--- src/rtl/keypad_matrix_scan.sv ---
// 4x4 keypad scanner: rotates active-low row drives, synchronises and debounces
// the column frame, and emits a one-cycle one-hot key pulse with chord rejection.
module keypad_matrix_scan #(
    parameter int SCAN_DIV     = 1000,
    parameter int DEBOUNCE_CNT = 4
) (
    input  logic        CLK,
    input  logic        RESET,
    input  logic        V1,
    input  logic        V2,
    input  logic        V3,
    input  logic        V4,
    output logic        H1,
    output logic        H2,
    output logic        H3,
    output logic        H4,
    output logic [15:0] res,
    output logic        pressed,
    output logic        chord
);

    localparam int DW = $clog2(SCAN_DIV);

    typedef enum logic [1:0] {
        S_IDLE,
        S_PRESS,
        S_BLOCK
    } state_t;

    logic [3:0]    v_meta;
    logic [3:0]    v_sync;
    logic [3:0]    h_drive;
    logic [1:0]    row;
    logic [DW-1:0] dwell;
    logic [15:0]   raw;
    logic [15:0]   prev;
    logic [15:0]   debounced;
    logic [15:0]   held_key;
    logic [3:0]    stable;
    logic          frame_done;
    logic          deb_valid;
    logic          one_hot;
    state_t        state;
    state_t        next_state;

    assign {H4, H3, H2, H1} = h_drive;

    // Row scan: columns are captured on the last dwell cycle so the
    // synchroniser has fully settled on the currently driven row.
    always_ff @(posedge CLK) begin
        if (RESET) begin
            v_meta     <= '0;
            v_sync     <= '0;
            h_drive    <= 4'b1110;
            row        <= '0;
            dwell      <= '0;
            raw        <= '0;
            frame_done <= 1'b0;
        end else begin
            v_meta     <= {V4, V3, V2, V1};
            v_sync     <= v_meta;
            frame_done <= 1'b0;
            if (dwell == DW'(SCAN_DIV - 1)) begin
                dwell                  <= '0;
                raw[{row, 2'b00} +: 4] <= ~v_sync;
                row                    <= row + 2'd1;
                h_drive                <= {h_drive[2:0], h_drive[3]};
                frame_done             <= (row == 2'd3);
            end else begin
                dwell <= dwell + DW'(1);
            end
        end
    end

    // Frame debouncer: the accepted frame updates only on the transition
    // into saturation, so a long hold produces a single update.
    always_ff @(posedge CLK) begin
        if (RESET) begin
            prev      <= '0;
            stable    <= '0;
            debounced <= '0;
            deb_valid <= 1'b0;
        end else begin
            deb_valid <= 1'b0;
            if (frame_done) begin
                if (raw == prev) begin
                    if (stable < 4'(DEBOUNCE_CNT)) begin
                        stable <= stable + 4'd1;
                        if (stable + 4'd1 == 4'(DEBOUNCE_CNT)) begin
                            debounced <= prev;
                            deb_valid <= 1'b1;
                        end
                    end
                end else begin
                    stable <= '0;
                    prev   <= raw;
                end
            end
        end
    end

    always_ff @(posedge CLK) begin
        if (RESET) begin
            state    <= S_IDLE;
            held_key <= '0;
        end else begin
            state <= next_state;
            if (state == S_IDLE && next_state == S_PRESS) begin
                held_key <= debounced;
            end
        end
    end

    // Key FSM: a chord blocks all output until a full release is accepted.
    always_comb begin
        next_state = state;
        res        = '0;
        one_hot    = (debounced != '0) && ((debounced & (debounced - 16'd1)) == '0);
        if (deb_valid) begin
            case (state)
                S_IDLE: begin
                    if (one_hot) begin
                        res        = debounced;
                        next_state = S_PRESS;
                    end else if (debounced != '0) begin
                        next_state = S_BLOCK;
                    end
                end
                S_PRESS: begin
                    if (debounced == '0) begin
                        next_state = S_IDLE;
                    end else if (debounced != held_key) begin
                        next_state = S_BLOCK;
                    end
                end
                S_BLOCK: begin
                    if (debounced == '0) begin
                        next_state = S_IDLE;
                    end
                end
                default: next_state = S_IDLE;
            endcase
        end
        pressed = (state == S_PRESS);
        chord   = (state == S_BLOCK);
    end

endmodule

--- config.mk ---
export PLATFORM = sky130hd
export DESIGN_NAME = keypad_matrix_scan
export DESIGN_NICKNAME = d
export VERILOG_FILES = /design/src/rtl/keypad_matrix_scan.sv
export SDC_FILE = /design/constraint.sdc
export NUM_CORES = 1
export LEC_CHECK = 0
export CORE_MARGIN = 2
export CORE_UTILIZATION = 43
export CTS_CLUSTER_DIAMETER = 30
export DETAILED_ROUTE_END_ITERATION = 10
export PLACE_DENSITY = 0.67
export SYNTH_ARGS = -nofsm -noshare
export SYNTH_HDL_FRONTEND = slang
export SYNTH_SLANG_ARGS = --single-unit
--- constraint.sdc ---
create_clock -name CLK -period 3.8 [get_ports CLK]
set_clock_uncertainty 0.05 [all_clocks]
set_input_delay 0.38 -clock CLK [delete_from_list [all_inputs] [get_ports CLK]]
set_output_delay 0.38 -clock CLK [all_outputs]
set_load 0.005 [all_outputs]
# After elaboration in Yosys (flattened, before gate mapping)
# Index checks and enable logic that the tools add are counted.
# W data, S select, Z words.
[classes]
addsub = 5
magnitude_cmp = 1
eq_ne = 9
shift = 2
mux = 14
n_bitwise = 6
reduce_logical = 12
[op_table]
columns = ["op", "count"]
rows = [
  ["$mux W16", 3],
  ["$logic_not A16 Y1", 2],
  ["$and A16 B16 Y16", 1],
  ["$bwmux W16", 1],
  ["$eq A16 B16 Y1", 1],
  ["$ne A16 B16 Y1", 1],
  ["$reduce_bool A16 Y1", 1],
  ["$shift A4 B6 Y16 const A", 1],
  ["$shiftx A4 B6 Y16", 1],
  ["$sub A16 B1 Y16 const B", 1],
  ["$mux W2", 6],
  ["$add A10 B1 Y10 const B", 1],
  ["$eq A10 B10 Y1 const B", 1],
  ["$mux W4", 2],
  ["$neg A4 Y6", 1],
  ["$pmux W2 S3", 1],
  ["$add A4 B1 Y4 const B", 1],
  ["$eq A2 B1 Y1 const B", 2],
  ["$eq A2 B2 Y1 const B", 2],
  ["$eq A4 B3 Y1 const B", 1],
  ["$lt A4 B3 Y1 const B", 1],
  ["$not A1 Y1", 4],
  ["$not A4 Y4", 1],
  ["$reduce_and A2 Y1", 2],
  ["8 further kinds", 10],
]
[word_totals]
register_bits = 96
out_inout_bits = 22
wordCells = 62

# Longest topological paths before layout
# Gate-level depths: netlist (run 1).
[logic_depth]
depth_word = 9
mapped_depth = 9
mapped_depth_nobuf = 7

# Least setup slack after synthesis (run 1)
# OpenSTA, ideal clock, no wires.
[synth_timing]
path_kind = "register to output"
from = "register debounced[3]"
to = "output res[11]"
arrival_time_ps = 1915
setup_slack_ps = 1455
stages_incl_launch_ff = 8
cell_sequence = "dfxtp_1 > buf_6 > or3_1 > a2111oi_0 > nor2_1 > a2111oi_2 > nand3_1 > nor2_1"
[synth_between]
elab_chain_len = 7
word_cells_on_any_way = 8
[synth_rtl]
columns = ["item", "line_no", "text"]
rows = [
  ["start: declaration", "37", "logic [15:0] debounced;"],
  ["start signal: assignment", "90", "debounced <= prev;"],
  ["$sub A16 B1 Y16", "118", "one_hot = (debounced != '0) && ((debounced & (debounced - 16'd1)) == '0);"],
  ["$and A16 B16 Y16", "118", ""],
  ["$logic_not A16 Y1", "118", ""],
  ["$logic_and A1 B1 Y1 *", "118", ""],
  ["$mux W16 *", "122", "if (one_hot) begin"],
  ["$mux W16 *", "120", "case (state)"],
  ["$mux W16 *", "119", "if (deb_valid) begin"],
  ["end: declaration", "17", "output logic [15:0] res,"],
]
# Mark *: on every way between the ends. The rest lies on a longest branch, timed or not.

# Worst setup path after layout (run 1)
[layout_timing]
from = "register debounced[4]"
to = "output res[3]"
# Same word-level chain as after synthesis.

==> results of run 1 <==
## metal layers
metal | up-vias | part of all wire, %
met5 | - | 0
met4 | 0 | 1.9
met3 | 16 | 3.3
met2 | 56 | 46
met1 | 1568 | 49
li1 | 1711 | -
## synthesized netlist by cell type, drive strengths merged, types with 2 or more instances
master	instances	area [sq um]
nor3	10	66.3
a31oi	2	27.5
dfxtp	96	1920
nand3b	2	15.0
nor2	98	370
xor2	20	175
mux2i	53	531
nand4	5	31.3
xnor2	19	166
inv	23	86.3
a21oi	23	115
o2111ai	2	17.5
a41oi	2	17.5
nand2	13	48.8
a2111oi	2	23.8
o21a	4	30.0
and2	4	25.0
nor2b	11	68.8
buf	15	98.8
o21ai	22	114
nand3	20	100
or3	3	18.8
ha	8	100
or4	3	26.3
clkbuf	18	68.8
nor4	7	73.8
and3	6	37.5
## layout make-up
type	count	area, sq um	area share (%)
clock buffers	11	141	2.84
clock inverters	4	52.6	1.06
inverters	23	86.3	1.74
multi-input cells	349	2300	46.2
flip-flops and latches	96	1920	38.7
well taps	136	170	3.42
repair buffers	32	303	6.09
## registers in the layout (all words and copies together) (netlist names)
register / count
prev: 16
state: 2
v_sync: 4
v_meta: 4
debounced: 16
frame_done: 1
dwell: 10
held_key: 16
raw: 16
deb_valid: 1
row: 2
h_drive: 4
stable: 4
## logic make-up after synthesis
logic type / count (synthesis) / synth area share, %
fa+ha+maj: 9 / 2.46
buf+inv: 56 / 5.68
xor+xnor: 39 / 7.64
compound gates: 63 / 9.04
flops: 96 / 43.0
simple gates: 185 / 20.3
mux: 53 / 11.9
## stage by stage
| step | area, sq um | power [uW] | hold slack, ps | utilization [%] | setup slack (ps) |
|---|---|---|---|---|---|
| finish | 4970 | 1710 | 371 | 48.6 | 304 |
| global route | 4970 | 1770 | 377 | 48.6 | 70.1 |
| CTS | 4970 | 1730 | 351 | 48.6 | 294 |
| detailed placement | 4780 | 1070 | 370 | 46.7 | 707 |
| global placement | 4780 | 1070 | 373 | 46.7 | 794 |
| floorplan | 4470 | 1060 | 364 | - | 1450 |
## power by group
group | switching, uW | leakage [uW] | internal (uW) | total (uW)
Clock | 341 | 0.000100 | 323 | 664
Combinational | 19.5 | 0.00128 | 10.0 | 29.5
Sequential | 4.68 | 0.000775 | 1010 | 1020
## final timing paths
| check | start | endpoint | slack [ps] | depth (start not counted) |
|---|---|---|---|---|
| worst max-delay path | debounced[4] | res[3] | 300 | 7 |
| worst max register to register | raw[5] | debounced[0] | 1300 | 6 |
| worst min register to register | v_meta[2] | v_sync[2] | 390 | 1 |
| worst min-delay path | RESET | debounced[4] | 370 | 2 |
## placed cells by master (no fill, tap or decap), types with 2 or more instances in the layout
cell	n
clkdlybuf4s50_1	26
dfxtp_1	96
nand3_1	20
o2111ai_1	2
buf_4	5
and3_1	6
or4_1	2
o21ai_0	5
clkbuf_8	10
nor2b_1	11
nor3_1	8
a21oi_1	23
nand4_1	5
mux2i_1	53
o21ai_1	16
nor4_4	2
nand2_1	13
xor2_1	20
o21a_1	4
inv_6	2
nor2_1	97
xnor2_1	19
or3_1	3
and2_1	4
inv_1	23
a41oi_1	2
ha_1	8
nor4_1	5
nand3b_1	2
## worst reg2reg max path, delay by kind of cell, from the launching register on
| family | cells | cell delay (ps) |
|---|---|---|
| flops | 1 | 360 |
| xor+xnor | 1 | 150 |
| mux | 1 | 330 |
| simple gates | 4 | 1490 |
==> out/metrics.cfg, run 1 <==
[clock_tree]
clkTransAtPathRegs_ps=90
tritoncts=built
htreeDepth=3
cts_buffers=9
holdBufCountCts=0
cts_max_path_buffers=2
worstSkewPairLatency_ps=360
clk_root_buffer_cell=clkbuf_8
clkSinkCount=96
post_cts_buffers=0
cts-resized-gates=0

[floorplanning]
io_pins=28
chipWidth_microns=106
initial_core_util_pct=43.7
die_y_microns=106
die-area_sq_um=11200
num_rows=37
coreArea_sq_um=10200

[route]
first_pass_iters=4
wire_per_inst_microns=13.8
viasPerCell=5.15
drtIter0Drc=158
ant_nets=0
post-route-drc-count=0
routed_wl_microns=8990
dr_total_vias=3351

[synthesis]
syn_area_sq_um=4470
synth_area_per_cell_sq_um=8.93
ys_seq_elements=96
yosysSeqAreaShare_pct=43.0
synth_fp_nets=515
synth_edf_count=0
yosys_warnings=0
syn_inst=501
async_flop_share_pct=0
synth_flop_cell=dfxtp_1
netlist-cell-type-count=51

[sta]
setup_violations=0
hold_violations=0
max_freq_mhz=286
finalSetupTns_ps=0
worstMarginPinSlew_ps=971
timing.final.crit_share_pct=92.0
relSlewSlack_pct=35.3
rsz0062_at_grt=false
layout_min_cycle_time_ps=3500
drv_slew=0

[global_routing]
grt_pass1_vias=3327
met3_usage_pct=3.80
antenna_found_initial=0
grt_most_used_layer=met2
grt_pass1_wl_microns=15700
grtUsageMet2_pct=28.0
grt_util_met1_pct=22.3
grt_start_max_net_pins=71
globalRoute.totalOverflow=0
grtUsageTotal_pct=17.1

[job]
maxCapViolCount=0

[final_layout]
num_antenna_cells=0
fin_cells=651
area_growth_pct=11.2
nets=525
fillCellCount=983
final_layout_size_suffix_gt1_share_pct=6.02

[worst_setup_path]
cpPeakStageDelay_ps=620
critPathKind=reg -> out
path_max_fanout=16
critPathTopFamily=compound AO/OA/AOI/OAI gates
arrival_ps=3070
critPathCaptureType=primary output
crit_path_start_kind=flop
crit_chain=nor3_1 -> a31oi_1 -> o41ai_2 -> o2111a_1 -> nand3_1 -> inv_1 -> clkdlybuf4s50_1
path_buf_inv=2
cp_slowest_cell=o2111a_1
crit_required_ps=3370

[worst_hold_path]
hp-class=in -> reg

[power_and_ir_drop]
ir_drop_mv=0.221
cellPowerDensity_nw_per_um2=344
p_leak_uw=0.00215

[placed_design]
hpwl_microns=6440
finalWeightedCongestion=0.862
placed_cells_incl_taps=636
portBuffers=27

[run_status]
run_status=complete, no violations

No activity file was read; power rests on OpenSTA's default activity.
==> run 2, diff against run 1 <==
==> constraint.sdc (replaced) <==
create_clock -name CLK -period 3.8 [get_ports CLK]
set_clock_uncertainty 0.05 [all_clocks]
set_input_delay 0.76 -clock CLK [delete_from_list [all_inputs] [get_ports CLK]]
set_output_delay 0.76 -clock CLK [all_outputs]
set_load 0.005 [all_outputs]
==> run 2 against run 1 <==
Compared with the run above: global-route usage rose by 0.65 points; final cell count rose by 1.2%; critical endpoint unchanged; clock power rose by 24%; core utilization rose by 1.4 points; largest power group unchanged; largest cell class unchanged.
==> out/metrics.cfg, run 2 (synthesis gave the netlist of run 1 again) <==
[final_layout]
num_antenna_cells=0  ; unchanged
final_layout_size_suffix_gt1_share_pct=8.60  ; +2.6 points
fillCellCount=944  ; -4.0%
final_cell_mix=nor2_1 (97), dfxtp_1 (94), mux2i_1 (53), clkdlybuf4s50_1 (26)
area_growth_pct=14.4
design_area_sq_um=5120  ; +2.9%
layout_commonest_cell=nor2_1
nets=532  ; +1.3%

[sta]
finalSetupTns_ps=0  ; unchanged
worstMarginPinSlew_ps=971  ; -0.114 ps
layout_min_cycle_time_ps=3620  ; +122 ps
timing.final.crit_share_pct=95.2  ; +3.2 points
relSlewSlack_pct=35.3  ; about the same
holdWs_ps=391  ; +19.7 ps
hold_violations=0  ; unchanged
max_freq_mhz=276  ; -3.4%
rsz0062_at_grt=false
setup_violations=0  ; unchanged
drv_slew=0  ; unchanged

[route]
first_pass_iters=4  ; unchanged
dr_total_vias=3423  ; +2.1%
ant_nets=0  ; unchanged
viasPerCell=5.19  ; +0.91%
post-route-drc-count=0  ; unchanged
routed_wl_microns=9480  ; +5.4%
drtIter0Drc=201  ; +27%
wire_per_inst_microns=14.4  ; +4.2%

[worst_setup_path]
path_buf_inv=2  ; unchanged
path_max_fanout=9  ; -7
crit_path_start_kind=flop
critPathCaptureType=primary output
crit_required_ps=2990  ; -380 ps
cpPeakStageDelay_ps=490  ; -130 ps
cp_slowest_cell=clkdlybuf4s50_1
critPathTopFamily=simple AND/OR/NAND/NOR gates
arrival_ps=2810  ; -260 ps
crit_chain=nor3_2 -> and4_4 -> a31oi_4 -> nor4_4 -> nand3_1 -> inv_1 -> clkdlybuf4s50_1
critPathKind=reg -> out

[floorplanning]
initial_core_util_pct=43.7  ; unchanged
die_y_microns=106  ; unchanged
chipWidth_microns=106  ; unchanged
num_rows=37  ; unchanged
io_pins=28  ; unchanged
coreArea_sq_um=10200  ; unchanged
die-area_sq_um=11200  ; unchanged

[clock_tree]
worstSkewPairLatency_ps=370  ; about the same
holdBufCountCts=0  ; unchanged
clkTransAtPathRegs_ps=90  ; about the same
clk_root_buffer_cell=clkbuf_8
cts_max_path_buffers=2  ; unchanged
tritoncts=built
clkSinkCount=96  ; unchanged
cts_buffers=9  ; unchanged
htreeDepth=3  ; unchanged

[global_routing]
antenna_found_initial=0  ; unchanged
grtUsageTotal_pct=17.7  ; +0.65 points
grt_start_max_net_pins=90  ; +27%
grt_pass1_wl_microns=15900  ; +1.7%
globalRoute.totalOverflow=0  ; unchanged
grt_pass1_vias=3280  ; -1.4%

[power_and_ir_drop]
combPwrFrac_pct=1.6  ; about the same
sequentialPowerShare_pct=54.4  ; -5.0 points
swShare_pct=21.3  ; -0.048 points
p_leak_uw=0.00223  ; +3.7%
intPower_uw=1470  ; +9.3%
power_switching_uw=398  ; +9.0%
ir_drop_mv=0.283  ; +28%
cellPowerDensity_nw_per_um2=365  ; +6.1%
p_clk_share_pct=44.0  ; +5.2 points

[worst_hold_path]
hp-class=reg -> reg

[placed_design]
hpwl_microns=6430  ; -0.19%
portBuffers=27  ; unchanged
place_area_sq_um=4800  ; +0.47%
finalWeightedCongestion=0.879  ; +2.0%

[run_status]
run_status=complete, no violations

[job]
maxCapViolCount=0  ; unchanged

==> run 2: repair_timing <==
item                       4_1_cts  5_1_grt
setup endpoints to repair       12       16
gates resized for setup          2        6
setup buffers                    0        4
pin swaps                        1        5
gates cloned                     0        0
==> run 2: worst paths after layout <==
path,start,cells past startpoint,slack [ps],end
max reg2reg,raw[5],6,1240,debounced[3]
min reg2reg,v_meta[1],1,390,v_sync[1]
max,debounced[8],7,180,res[3]
min,v_meta[1],1,390,v_sync[1]
==> run 2: routing by layer <==
metal  vias to the layer above  global-route usage, %  wire (microns)
met2                        58                   28.4            4430
met1                      1617                   23.4            4560
met3                        17                   3.92             301
met4                         0                   6.77             190
li1                       1731                      -               -
met5                         -                      0               0
==> run 2: cell type report <==
class / instances / area, sq um / area share [%]
multi-input combinational: 349 / 2330 / 45.6
tap: 136 / 170 / 3.33
timing repair buffer: 39 / 353 / 6.90
inverter: 23 / 86.3 / 1.69
clock inverter: 7 / 126 / 2.47
clock buffer: 9 / 124 / 2.42
sequential: 96 / 1920 / 37.6
==> run 2: stage by stage <==
stage	worst slack [ps]	total power [uW]	utilization, %	instances
2_1_floorplan	1070	1060	-	501
3_3_place_gp	420	1070	46.9	639
4_1_cts	77.6	1890	49.4	655
3_5_place_dp	393	1070	46.9	639
6_report	182	1870	50.0	659
5_1_grt	0.432	1930	50.0	659
==> run 2: power by group through the flow <==
stage               clock (uW)  combinational [uW]  sequential [uW]
floorplan                    0                20.7             1040
global placement             0                29.6             1040
detailed placement           0                30.2             1040
CTS                        845                30.0             1020
global route               878                32.9             1020
finish                     821                29.7             1020
==> run 2: worst register-to-register path, stage by stage (launching register included) <==
cell,delay [ps]
dfxtp_1,360
xor2_1,160
nor4_1,420
nand4_1,260
or3_1,810
mux2i_1,310
nor2_1,60
==> run 3, diff against run 2 <==
--- a/config.mk
+++ b/config.mk
@@ -10,6 +10,8 @@
 export CTS_CLUSTER_DIAMETER = 30
 export DETAILED_ROUTE_END_ITERATION = 10
 export PLACE_DENSITY = 0.67
+export SETUP_SLACK_MARGIN = 0.02
+export SKIP_LAST_GASP = 1
 export SYNTH_ARGS = -nofsm -noshare
 export SYNTH_HDL_FRONTEND = slang
 export SYNTH_SLANG_ARGS = --single-unit
==> results of run 3 <==
The final DEF is identical to that of run 2; final timing and power are the same.
